===== config.mk =====
export PLATFORM = sky130hd
export DESIGN_NAME = df_tile_iterator
export DESIGN_NICKNAME = d
export VERILOG_FILES = /design/src/rtl/df_ctrl_pkg.sv /design/src/rtl/df_loop_counter.sv /design/src/rtl/df_tile_iterator.sv
export SDC_FILE = /design/constraint.sdc
export NUM_CORES = 2
export LEC_CHECK = 0
export ABC_AREA = 1
export CORE_MARGIN = 1.5
export CORE_UTILIZATION = 40
export DETAILED_ROUTE_END_ITERATION = 8
export HOLD_SLACK_MARGIN = 0.15
export PLACE_DENSITY = 0.62
export SYNTH_ARGS = -nofsm -noshare
export SYNTH_HDL_FRONTEND = slang
export SYNTH_HIERARCHICAL = 1
export SYNTH_SLANG_ARGS = --single-unit
export TNS_END_PERCENT = 100

===== constraint.sdc =====
create_clock -name i_clk -period 6 [get_ports i_clk]
set_input_delay 1.2 -clock i_clk [delete_from_list [all_inputs] [get_ports i_clk]]
set_output_delay 1.2 -clock i_clk [all_outputs]
set_load 0.05 [all_outputs]

===== src/rtl/df_ctrl_pkg.sv =====
// Shared dataflow-controller types: tile loop-nest config, tile descriptor, iterator FSM states.
package df_ctrl_pkg;
  localparam int TP_IDX_W = 16;
  localparam int TP_OFF_W = 32;

  typedef struct packed {
    logic [TP_OFF_W-1:0] x_step;
    logic [TP_OFF_W-1:0] y_step;
    logic [TP_OFF_W-1:0] k_step;
  } PsumsTilePointer;

  typedef struct packed {
    logic [TP_OFF_W-1:0] x_step;
    logic [TP_OFF_W-1:0] y_step;
    logic [TP_OFF_W-1:0] c_step;
  } IfmapsTilePointer;

  typedef struct packed {
    logic [TP_OFF_W-1:0] k_step;
    logic [TP_OFF_W-1:0] c_step;
  } WeightsTilePointer;

  typedef struct packed {
    logic [TP_IDX_W-1:0] x_lim;
    logic [TP_IDX_W-1:0] y_lim;
    logic [TP_IDX_W-1:0] k_lim;
    logic [TP_IDX_W-1:0] c_lim;
    PsumsTilePointer     psums;
    IfmapsTilePointer    ifmaps;
    WeightsTilePointer   weights;
  } TilePointers;

  typedef struct packed {
    logic [TP_OFF_W-1:0] psums_off;
    logic [TP_OFF_W-1:0] ifmaps_off;
    logic [TP_OFF_W-1:0] weights_off;
    logic                first_c;
    logic                last_c;
    logic                last_tile;
  } TileDesc;

  typedef enum logic [1:0] {IDLE, RUN, DONE} iter_state_e;
endpackage


===== src/rtl/df_loop_counter.sv =====
// One loop level: index counter that steps on i_inc and wraps to 0 past i_lim.
module df_loop_counter #(
  parameter int IDX_W = 16
) (
  input  logic             i_clk,
  input  logic             i_rstn,
  input  logic             i_clr,
  input  logic             i_inc,
  input  logic [IDX_W-1:0] i_lim,
  output logic [IDX_W-1:0] o_nxt,
  output logic             o_wrap
);
  logic [IDX_W-1:0] r_idx;
  logic             w_at_lim;

  assign w_at_lim = (r_idx == i_lim);
  assign o_wrap   = i_inc & w_at_lim;

  // o_nxt is the index the level will hold after this edge; the parent uses it for flags
  always_comb begin
    o_nxt = r_idx;
    if (i_clr)      o_nxt = '0;
    else if (i_inc) o_nxt = w_at_lim ? '0 : r_idx + IDX_W'(1);
  end

  always_ff @(posedge i_clk) begin
    if (!i_rstn) r_idx <= '0;
    else         r_idx <= o_nxt;
  end
endmodule


===== src/rtl/df_tile_iterator.sv =====
// Walks the c/x/y/k tile nest (c innermost) and emits one registered descriptor per tile over valid/ready.
module df_tile_iterator
  import df_ctrl_pkg::*;
#(
  parameter int IDX_W = TP_IDX_W,
  parameter int OFF_W = TP_OFF_W
) (
  input  logic             i_clk,
  input  logic             i_rstn,
  input  logic             i_start,
  input  TilePointers      i_cfg,
  output logic             o_busy,
  output logic             o_done,
  output logic             o_tile_valid,
  input  logic             i_tile_ready,
  output logic [OFF_W-1:0] o_psums_off,
  output logic [OFF_W-1:0] o_ifmaps_off,
  output logic [OFF_W-1:0] o_weights_off,
  output logic             o_first_c,
  output logic             o_last_c,
  output logic             o_last_tile
);
  iter_state_e      r_state;
  TilePointers      r_cfg;
  TileDesc          r_desc;
  logic             r_busy, r_done, r_valid;
  // Outer-level bases; r_desc.psums_off doubles as the x-level psums accumulator
  logic [OFF_W-1:0] r_ps_y, r_ps_k, r_if_x, r_if_y, r_wt_k;

  logic             w_start, w_adv;
  logic             w_c_wrap, w_x_wrap, w_y_wrap, w_k_wrap;
  logic [IDX_W-1:0] w_c_nxt, w_x_nxt, w_y_nxt, w_k_nxt;
  logic [OFF_W-1:0] w_ps_x_inc, w_if_x_inc, w_ps_y_inc, w_if_y_inc, w_ps_k_inc, w_wt_k_inc;
  logic             w_last_c_n, w_last_n;

  assign w_start = (r_state == IDLE) & i_start;
  assign w_adv   = (r_state == RUN) & r_valid & i_tile_ready;

  df_loop_counter #(.IDX_W(IDX_W)) u_cnt_c (
    .i_clk(i_clk), .i_rstn(i_rstn), .i_clr(w_start), .i_inc(w_adv),
    .i_lim(r_cfg.c_lim), .o_nxt(w_c_nxt), .o_wrap(w_c_wrap));
  df_loop_counter #(.IDX_W(IDX_W)) u_cnt_x (
    .i_clk(i_clk), .i_rstn(i_rstn), .i_clr(w_start), .i_inc(w_c_wrap),
    .i_lim(r_cfg.x_lim), .o_nxt(w_x_nxt), .o_wrap(w_x_wrap));
  df_loop_counter #(.IDX_W(IDX_W)) u_cnt_y (
    .i_clk(i_clk), .i_rstn(i_rstn), .i_clr(w_start), .i_inc(w_x_wrap),
    .i_lim(r_cfg.y_lim), .o_nxt(w_y_nxt), .o_wrap(w_y_wrap));
  df_loop_counter #(.IDX_W(IDX_W)) u_cnt_k (
    .i_clk(i_clk), .i_rstn(i_rstn), .i_clr(w_start), .i_inc(w_y_wrap),
    .i_lim(r_cfg.k_lim), .o_nxt(w_k_nxt), .o_wrap(w_k_wrap));

  assign w_ps_x_inc = r_desc.psums_off + r_cfg.psums.x_step;
  assign w_if_x_inc = r_if_x + r_cfg.ifmaps.x_step;
  assign w_ps_y_inc = r_ps_y + r_cfg.psums.y_step;
  assign w_if_y_inc = r_if_y + r_cfg.ifmaps.y_step;
  assign w_ps_k_inc = r_ps_k + r_cfg.psums.k_step;
  assign w_wt_k_inc = r_wt_k + r_cfg.weights.k_step;

  assign w_last_c_n = (w_c_nxt == r_cfg.c_lim);
  assign w_last_n   = w_last_c_n & (w_x_nxt == r_cfg.x_lim) &
                      (w_y_nxt == r_cfg.y_lim) & (w_k_nxt == r_cfg.k_lim);

  always_ff @(posedge i_clk) begin
    if (!i_rstn) begin
      r_state <= IDLE;
      r_cfg   <= '0;
      r_desc  <= '0;
      r_busy  <= 1'b0;
      r_done  <= 1'b0;
      r_valid <= 1'b0;
      r_ps_y  <= '0;
      r_ps_k  <= '0;
      r_if_x  <= '0;
      r_if_y  <= '0;
      r_wt_k  <= '0;
    end else begin
      case (r_state)
        IDLE: begin
          r_done <= 1'b0;
          if (i_start) begin
            r_state <= RUN;
            r_cfg   <= i_cfg;
            r_busy  <= 1'b1;
            r_valid <= 1'b1;
            r_ps_y  <= '0;
            r_ps_k  <= '0;
            r_if_x  <= '0;
            r_if_y  <= '0;
            r_wt_k  <= '0;
            r_desc.psums_off   <= '0;
            r_desc.ifmaps_off  <= '0;
            r_desc.weights_off <= '0;
            r_desc.first_c     <= 1'b1;
            r_desc.last_c      <= (i_cfg.c_lim == '0);
            r_desc.last_tile   <= (i_cfg.c_lim == '0) & (i_cfg.x_lim == '0) &
                                  (i_cfg.y_lim == '0) & (i_cfg.k_lim == '0);
          end
        end
        RUN: begin
          if (w_adv) begin
            if (r_desc.last_tile) begin
              r_state <= DONE;
              r_valid <= 1'b0;
              r_busy  <= 1'b0;
              r_done  <= 1'b1;
            end else begin
              r_desc.first_c   <= (w_c_nxt == '0);
              r_desc.last_c    <= w_last_c_n;
              r_desc.last_tile <= w_last_n;
              if (!w_c_wrap) begin
                r_desc.ifmaps_off  <= r_desc.ifmaps_off + r_cfg.ifmaps.c_step;
                r_desc.weights_off <= r_desc.weights_off + r_cfg.weights.c_step;
              end else if (!w_x_wrap) begin
                r_desc.psums_off   <= w_ps_x_inc;
                r_if_x             <= w_if_x_inc;
                r_desc.ifmaps_off  <= w_if_x_inc;
                r_desc.weights_off <= r_wt_k;
              end else if (!w_y_wrap) begin
                r_ps_y             <= w_ps_y_inc;
                r_desc.psums_off   <= w_ps_y_inc;
                r_if_y             <= w_if_y_inc;
                r_if_x             <= w_if_y_inc;
                r_desc.ifmaps_off  <= w_if_y_inc;
                r_desc.weights_off <= r_wt_k;
              end else begin
                // k step: ifmaps has no k term, so it restarts from zero
                r_ps_k             <= w_ps_k_inc;
                r_ps_y             <= w_ps_k_inc;
                r_desc.psums_off   <= w_ps_k_inc;
                r_if_y             <= '0;
                r_if_x             <= '0;
                r_desc.ifmaps_off  <= '0;
                r_wt_k             <= w_wt_k_inc;
                r_desc.weights_off <= w_wt_k_inc;
              end
            end
          end
        end
        DONE: begin
          r_done  <= 1'b0;
          r_state <= IDLE;
        end
        default: r_state <= IDLE;
      endcase
    end
  end

  // k wraps only on the final handshake, when the FSM leaves RUN anyway
  logic w_unused;
  assign w_unused = w_k_wrap;

  assign o_busy        = r_busy;
  assign o_done        = r_done;
  assign o_tile_valid  = r_valid;
  assign o_psums_off   = r_desc.psums_off;
  assign o_ifmaps_off  = r_desc.ifmaps_off;
  assign o_weights_off = r_desc.weights_off;
  assign o_first_c     = r_desc.first_c;
  assign o_last_c      = r_desc.last_c;
  assign o_last_tile   = r_desc.last_tile;
endmodule


After elaboration in Yosys (flattened, before gate mapping)
Cells that the tools add are included.
{ "word_totals": {"mem_bits_rw": 0, "word_cells": 150, "output_inout_bits": 102, "latch_bits": 0, "n_memories": 0, "regBits": 647, "mem_bits_ro": 0} }
{ "classes": {"eq_ne": 17, "n_div": 0, "order_cmp": 0, "shifts": 0, "n_mul": 0, "n_bitwise": 12, "n_mux": 61, "reduce_logical": 18, "add_sub_neg": 12} }
{ "ops": {"columns": ["cell", "n"], "rows": [
  ["two-way mux 32 bit", 26],
  ["one-hot mux 32 bit (2 select lines)", 5],
  ["two-way mux 99 bit", 3],
  ["adder 32 bit", 8],
  ["one-hot mux 99 bit (2 select lines)", 1],
  ["two-way mux 16 bit", 12],
  ["two-way mux 96 bit", 2],
  ["equality test 16 bit", 8],
  ["zero test 16 bit", 5],
  ["adder 16 x 1 -> 16 bit (second input constant)", 4],
  ["two-way mux 64 bit", 1],
  ["bitwise AND 1 bit", 12],
  ["AND reduction 3 bit", 3],
  ["!= test 2 bit (second input constant)", 4],
  ["AND reduction 4 bit", 2],
  ["AND reduction 7 bit", 1],
  ["two-way mux 2 bit", 3],
  ["!= test 2 x 1 -> 1 bit (second input constant)", 3],
  ["AND reduction 6 bit", 1],
  ["two-way mux 1 bit", 5],
  ["AND reduction 5 bit", 1],
  ["one-hot mux 1 bit (2 select lines)", 2],
  ["one-hot mux 2 bit (2 select lines)", 1],
  ["nonzero test 2 bit", 2],
  ["5 further kinds", 5]
]} }

Depth between registers and ports, before layout
{ "depth": {"ltp_word": 13, "depth_mapped": 46, "ltp_nobuf": 39} }

Hierarchy
Netlist, hierarchy kept.
{ "modules_own_cells": {"columns": ["mod", "seq_area_each_um2", "area_per_inst_um2", "cells_each", "instances"], "rows": [
  ["df_tile_iterator", 11671.2, 40167.3, 6610, 1],
  ["df_loop_counter", 320.3, 1421.4, 221, 4]
]} }

Worst setup path after synthesis
Ideal clock, no wire load.
{ "synth_path": {"path_type": "input to register", "from": "input port i_tile_ready", "to": "register r_desc (netlist bit o_last_tile)", "path_stages": 42, "arrival_time_ns": 5.787, "t_required_ns": 5.930, "path_slack_ns": 0.143, "path_cell_list": "nand2_1 nor2_1 buf_2 nand2_1 nor2_1 nand2_1 nor2_4 nand3_4 buf_12 inv_1 buf_2 nand2_1 nor2_1 nand2_1 nor2_4 nand3_4 buf_12 inv_1 (+6 left out) buf_12 inv_1 buf_2 nand2_1 nor2_1 nand2_1 nor2_4 nand3_4 buf_12 nand3b_4 inv_2 xor2_1 nor4_1 nand2_1 nand3b_1 nand2_1 nand2_1 a21oi_1"} }
{ "synth_via": {"elab_chain_cells": 11} }
{ "synth_rtl": {"columns": ["element", "line_no", "text"], "rows": [
  ["start: declaration", "df_tile_iterator.sv:15", "input logic i_tile_ready,"],
  ["bitwise AND 1 bit", "df_tile_iterator.sv:37", "assign w_adv = (r_state == RUN) & r_valid & i_tile_ready;"],
  ["via w_adv", "df_tile_iterator.sv:30", "logic w_start, w_adv;"],
  ["bitwise AND 1 bit", "df_loop_counter.sv:17", "assign o_wrap = i_inc & w_at_lim;"],
  ["via w_c_wrap", "df_tile_iterator.sv:31", "logic w_c_wrap, w_x_wrap, w_y_wrap, w_k_wrap;"],
  ["bitwise AND 1 bit", "df_loop_counter.sv:17", null],
  ["via w_x_wrap", "df_tile_iterator.sv:31", null],
  ["bitwise AND 1 bit", "df_loop_counter.sv:17", null],
  ["via w_y_wrap", "df_tile_iterator.sv:31", null],
  ["two-way mux 16 bit", "df_loop_counter.sv:23", "else if (i_inc) o_nxt = w_at_lim ? '0 : r_idx + IDX_W'(1);"],
  ["two-way mux 16 bit", "df_loop_counter.sv:22", "if (i_clr) o_nxt = '0;"],
  ["via w_k_nxt[12]", "df_tile_iterator.sv:32", "logic [IDX_W-1:0] w_c_nxt, w_x_nxt, w_y_nxt, w_k_nxt;"],
  ["equality test 16 bit", "df_tile_iterator.sv:61", "(w_y_nxt == r_cfg.y_lim) & (w_k_nxt == r_cfg.k_lim);"],
  ["bitwise AND 1 bit", "df_tile_iterator.sv:61", null],
  ["two-way mux 99 bit", "df_tile_iterator.sv:101", "if (r_desc.last_tile) begin"],
  ["two-way mux 99 bit", "df_tile_iterator.sv:100", "if (w_adv) begin"],
  ["one-hot mux 99 bit (2 select lines)", "df_tile_iterator.sv:77", "case (r_state)"],
  ["end: declaration", "df_tile_iterator.sv:25", "TileDesc r_desc;"]
]} }
The timed path passes the listed nets, and every way through them passes these cells. The select of a mux whose other input is x is not followed.
A chain may end at the register's enable or synchronous reset.

Final worst setup path
Same ends and word-level chain as after synthesis.

==> results.sh <==
export IMPL_placement_io_buffers=425
export IMPL_whs_ns=0.468
export IMPL_worst_r2r_path_depth=39
export IMPL_crit_path_max_incr_delay_ns=0.46
export IMPL_path_clk_slew_ns=0.06
export IMPL_p_leak_nw=24.8
export IMPL_drive_gt1_frac=0.0487
export IMPL_drt_pre_antenna_iters=7
export IMPL_synth_warnings=6
export IMPL_area_growth_synth_to_final_pct=18.2
export IMPL_fin_setup_tns_ns=0
export IMPL_worst_endpoint_required_ns=6.61
export IMPL_top_level_ports=426
export IMPL_cts_hold_buf=0
export IMPL_rr_endpoint="o_last_tile"
export IMPL_dp_slack_ns=0.191
export IMPL_power_share_sequential=0.395
export IMPL_synthesis_area_per_instance_um2=6.12
export IMPL_period_minus_slack_ns=5.08
export IMPL_cts_sinks=647
export IMPL_synth_nets=8077
export IMPL_grt_start_max_net_pins=158
export IMPL_insertedDiodeCount=0
export IMPL_reg2reg_setup_slack_ns=0.99
export IMPL_final_hold_violation_count=0
export IMPL_hold_path_origin="r_if_y[27]"
export IMPL_viasPerCell=5.19
export IMPL_route_detailed_wl_per_inst_um=18.4
export IMPL_crit_path_end_kind="flop"
export IMPL_report_final_setup_viol=0
export IMPL_ctsHtreeMaxLevel=3
export IMPL_gpl_final_weighted_congestion=0.984
export IMPL_mappedNetlistArea_um2=45800
export IMPL_syn_instance_count=7493
export IMPL_timing_critical_path_mode_cell="sky130_fd_sc_hd__nand2_1"
export IMPL_worstHoldEndpoint="r_if_y[27]"
export IMPL_finalWorstSetupSlack_ns=0.919
export IMPL_cell_internal_pwr_mw=8.47
export IMPL_power_density_nw_per_um2=222
export IMPL_clock_network_latency_to_the_later_pin_of_the_worst_skew_pair_ns=0.67
export IMPL_cts_buffers_inserted=81
export IMPL_crit_path_start_kind="primary input"
export IMPL_layout_commonest_cell="sky130_fd_sc_hd__nand2_1"
export IMPL_cts_resized=0
export IMPL_final_period_utilization=0.847
export IMPL_cpMaxStageDelayCell="sky130_fd_sc_hd__clkdlybuf4s50_1"
export IMPL_switching_share=0.297
export IMPL_timing_hold_worst_class="flop to flop"
export IMPL_dieHeight_um=342
export IMPL_maxSlewHeadroom=0.273
export IMPL_combinationalPowerShare=0.165
export IMPL_ir_drop_mv=0.203
export IMPL_antenna_found_initial=8
export IMPL_final_antenna_net_count=0
export IMPL_worst_path_class_setup="primary input to flop"
export IMPL_timing_worst_slew_pin_value_ns=1.09
export IMPL_worst_clock_skew_ns=0.0260
export IMPL_fill_cells=12100
export IMPL_power_frac_clock=0.440
export IMPL_cp_data_arrival_time_ns=5.69
export IMPL_drt_initial_drc_count=3448
export IMPL_clk_root_buf="sky130_fd_sc_hd__clkbuf_16"
export IMPL_reg2reg_start="r_state[0]"
export IMPL_switchingPower_mw=3.59
export IMPL_grt_overflow=0
export IMPL_vias=48600
export IMPL_rows=124
export IMPL_drt_wl_total_um=173000
export IMPL_cts_tree="yes"
export IMPL_wire_length_of_the_first_global_routing_pass_um=264000
export IMPL_fp_dieArea_um2=117000
export IMPL_start_util=0.402
export IMPL_max_cap_violation_count=0
export IMPL_max_freq_ghz=0.197
export IMPL_crit_path_max_fanout=6
export IMPL_layout_common_cells="sky130_fd_sc_hd__nand2_1 (2075), sky130_fd_sc_hd__nor2_1 (1084), sky130_fd_sc_hd__inv_1 (833)"
export IMPL_final_net_count=8386
export IMPL_outcome="completed"
export IMPL_hold_path_cell_count=2
export IMPL_rsz0062_at_grt="no"
export IMPL_first_global_vias=46300
export IMPL_max_clock_path_buffers=3
export IMPL_number_of_buffers_added_for_setup_after_cts=0
export IMPL_detail_route_drc_violations=0
export IMPL_count_of_final_max_slew_check_failures=0
export IMPL_dpl_hpwl_um=134000
export IMPL_die_width_um=342
export IMPL_globalRouteTotalUtil=0.288
export IMPL_placeableCoreArea_um2=114000
==> state kept, by name (all words and copies together), names as in the netlist <==
signal	count
o_done	1
o_first_c	1
o_ifmaps_off	32
o_last_c	1
o_last_tile	1
o_psums_off	32
o_tile_valid	1
o_weights_off	32
r_cfg	320
r_if_x	32
r_if_y	32
r_ps_k	32
r_ps_y	32
r_state	2
r_wt_k	32
u_cnt_c/r_idx	16
u_cnt_k/r_idx	16
u_cnt_x/r_idx	16
u_cnt_y/r_idx	16
==> metrics by stage <==
step	total power [mW]	instance area, µm²	instances	utilization
after floorplan	6.02	45800	7493	-
final	12.1	54200	9375	0.475
after global placement	6.82	51400	9231	0.450
after detailed placement	6.83	51400	9231	0.450
after global routing	12.6	54200	9375	0.475
after CTS	12.2	54200	9375	0.475
==> routing by layer <==
metal / share of wire / track usage / routed length, µm
met1: 0.45 / 0.382 / 78000
met4: 0.034 / 0.0941 / 5800
met2: 0.46 / 0.484 / 79600
met3: 0.052 / 0.0332 / 9040
met5: 0.00038 / 0 / 66
==> area by class of cell <==
type | count | area, µm² | area share
clock buffers | 113 | 2370 | 0.0437
repair buffers | 478 | 4730 | 0.0873
well taps | 1512 | 1890 | 0.0349
multi-input cells | 5697 | 28400 | 0.524
flip-flops and latches | 647 | 13000 | 0.239
clock inverters | 31 | 467 | 0.00861
inverters | 897 | 3390 | 0.0625
==> worst max-delay path by stage <==
| stage | to | cells past startpoint | slack, ns | startpoint |
|---|---|---|---|---|
| global route | o_last_tile | 38 | 0.50 | i_tile_ready |
| floorplan | o_last_tile | 42 | 0.14 | i_tile_ready |
| finish | o_last_tile | 38 | 0.92 | i_tile_ready |
| CTS | o_last_tile | 38 | 0.89 | i_tile_ready |
| global placement | o_last_tile | 38 | 0.22 | i_tile_ready |
| detailed placement | o_last_tile | 38 | 0.19 | i_tile_ready |
==> power by group through the flow <==
stage | sequential (mW) | combinational, mW | clock [mW]
floorplan | 4.80 | 1.21 | 0
global placement | 4.85 | 1.97 | 0
detailed placement | 4.85 | 1.98 | 0
CTS | 4.76 | 1.99 | 5.42
global route | 4.78 | 2.21 | 5.58
finish | 4.76 | 1.99 | 5.31
==> critical path, delay by kind of cell <==
family | cells | cell delay (ns)
AO/OA/AOI/OAI | 1 | 0.12
XOR/XNOR | 1 | 0.13
buffers and inverters | 7 | 1.19
AND/OR/NAND/NOR | 29 | 3.04
Note: power is estimated with default switching activity, not from simulation.
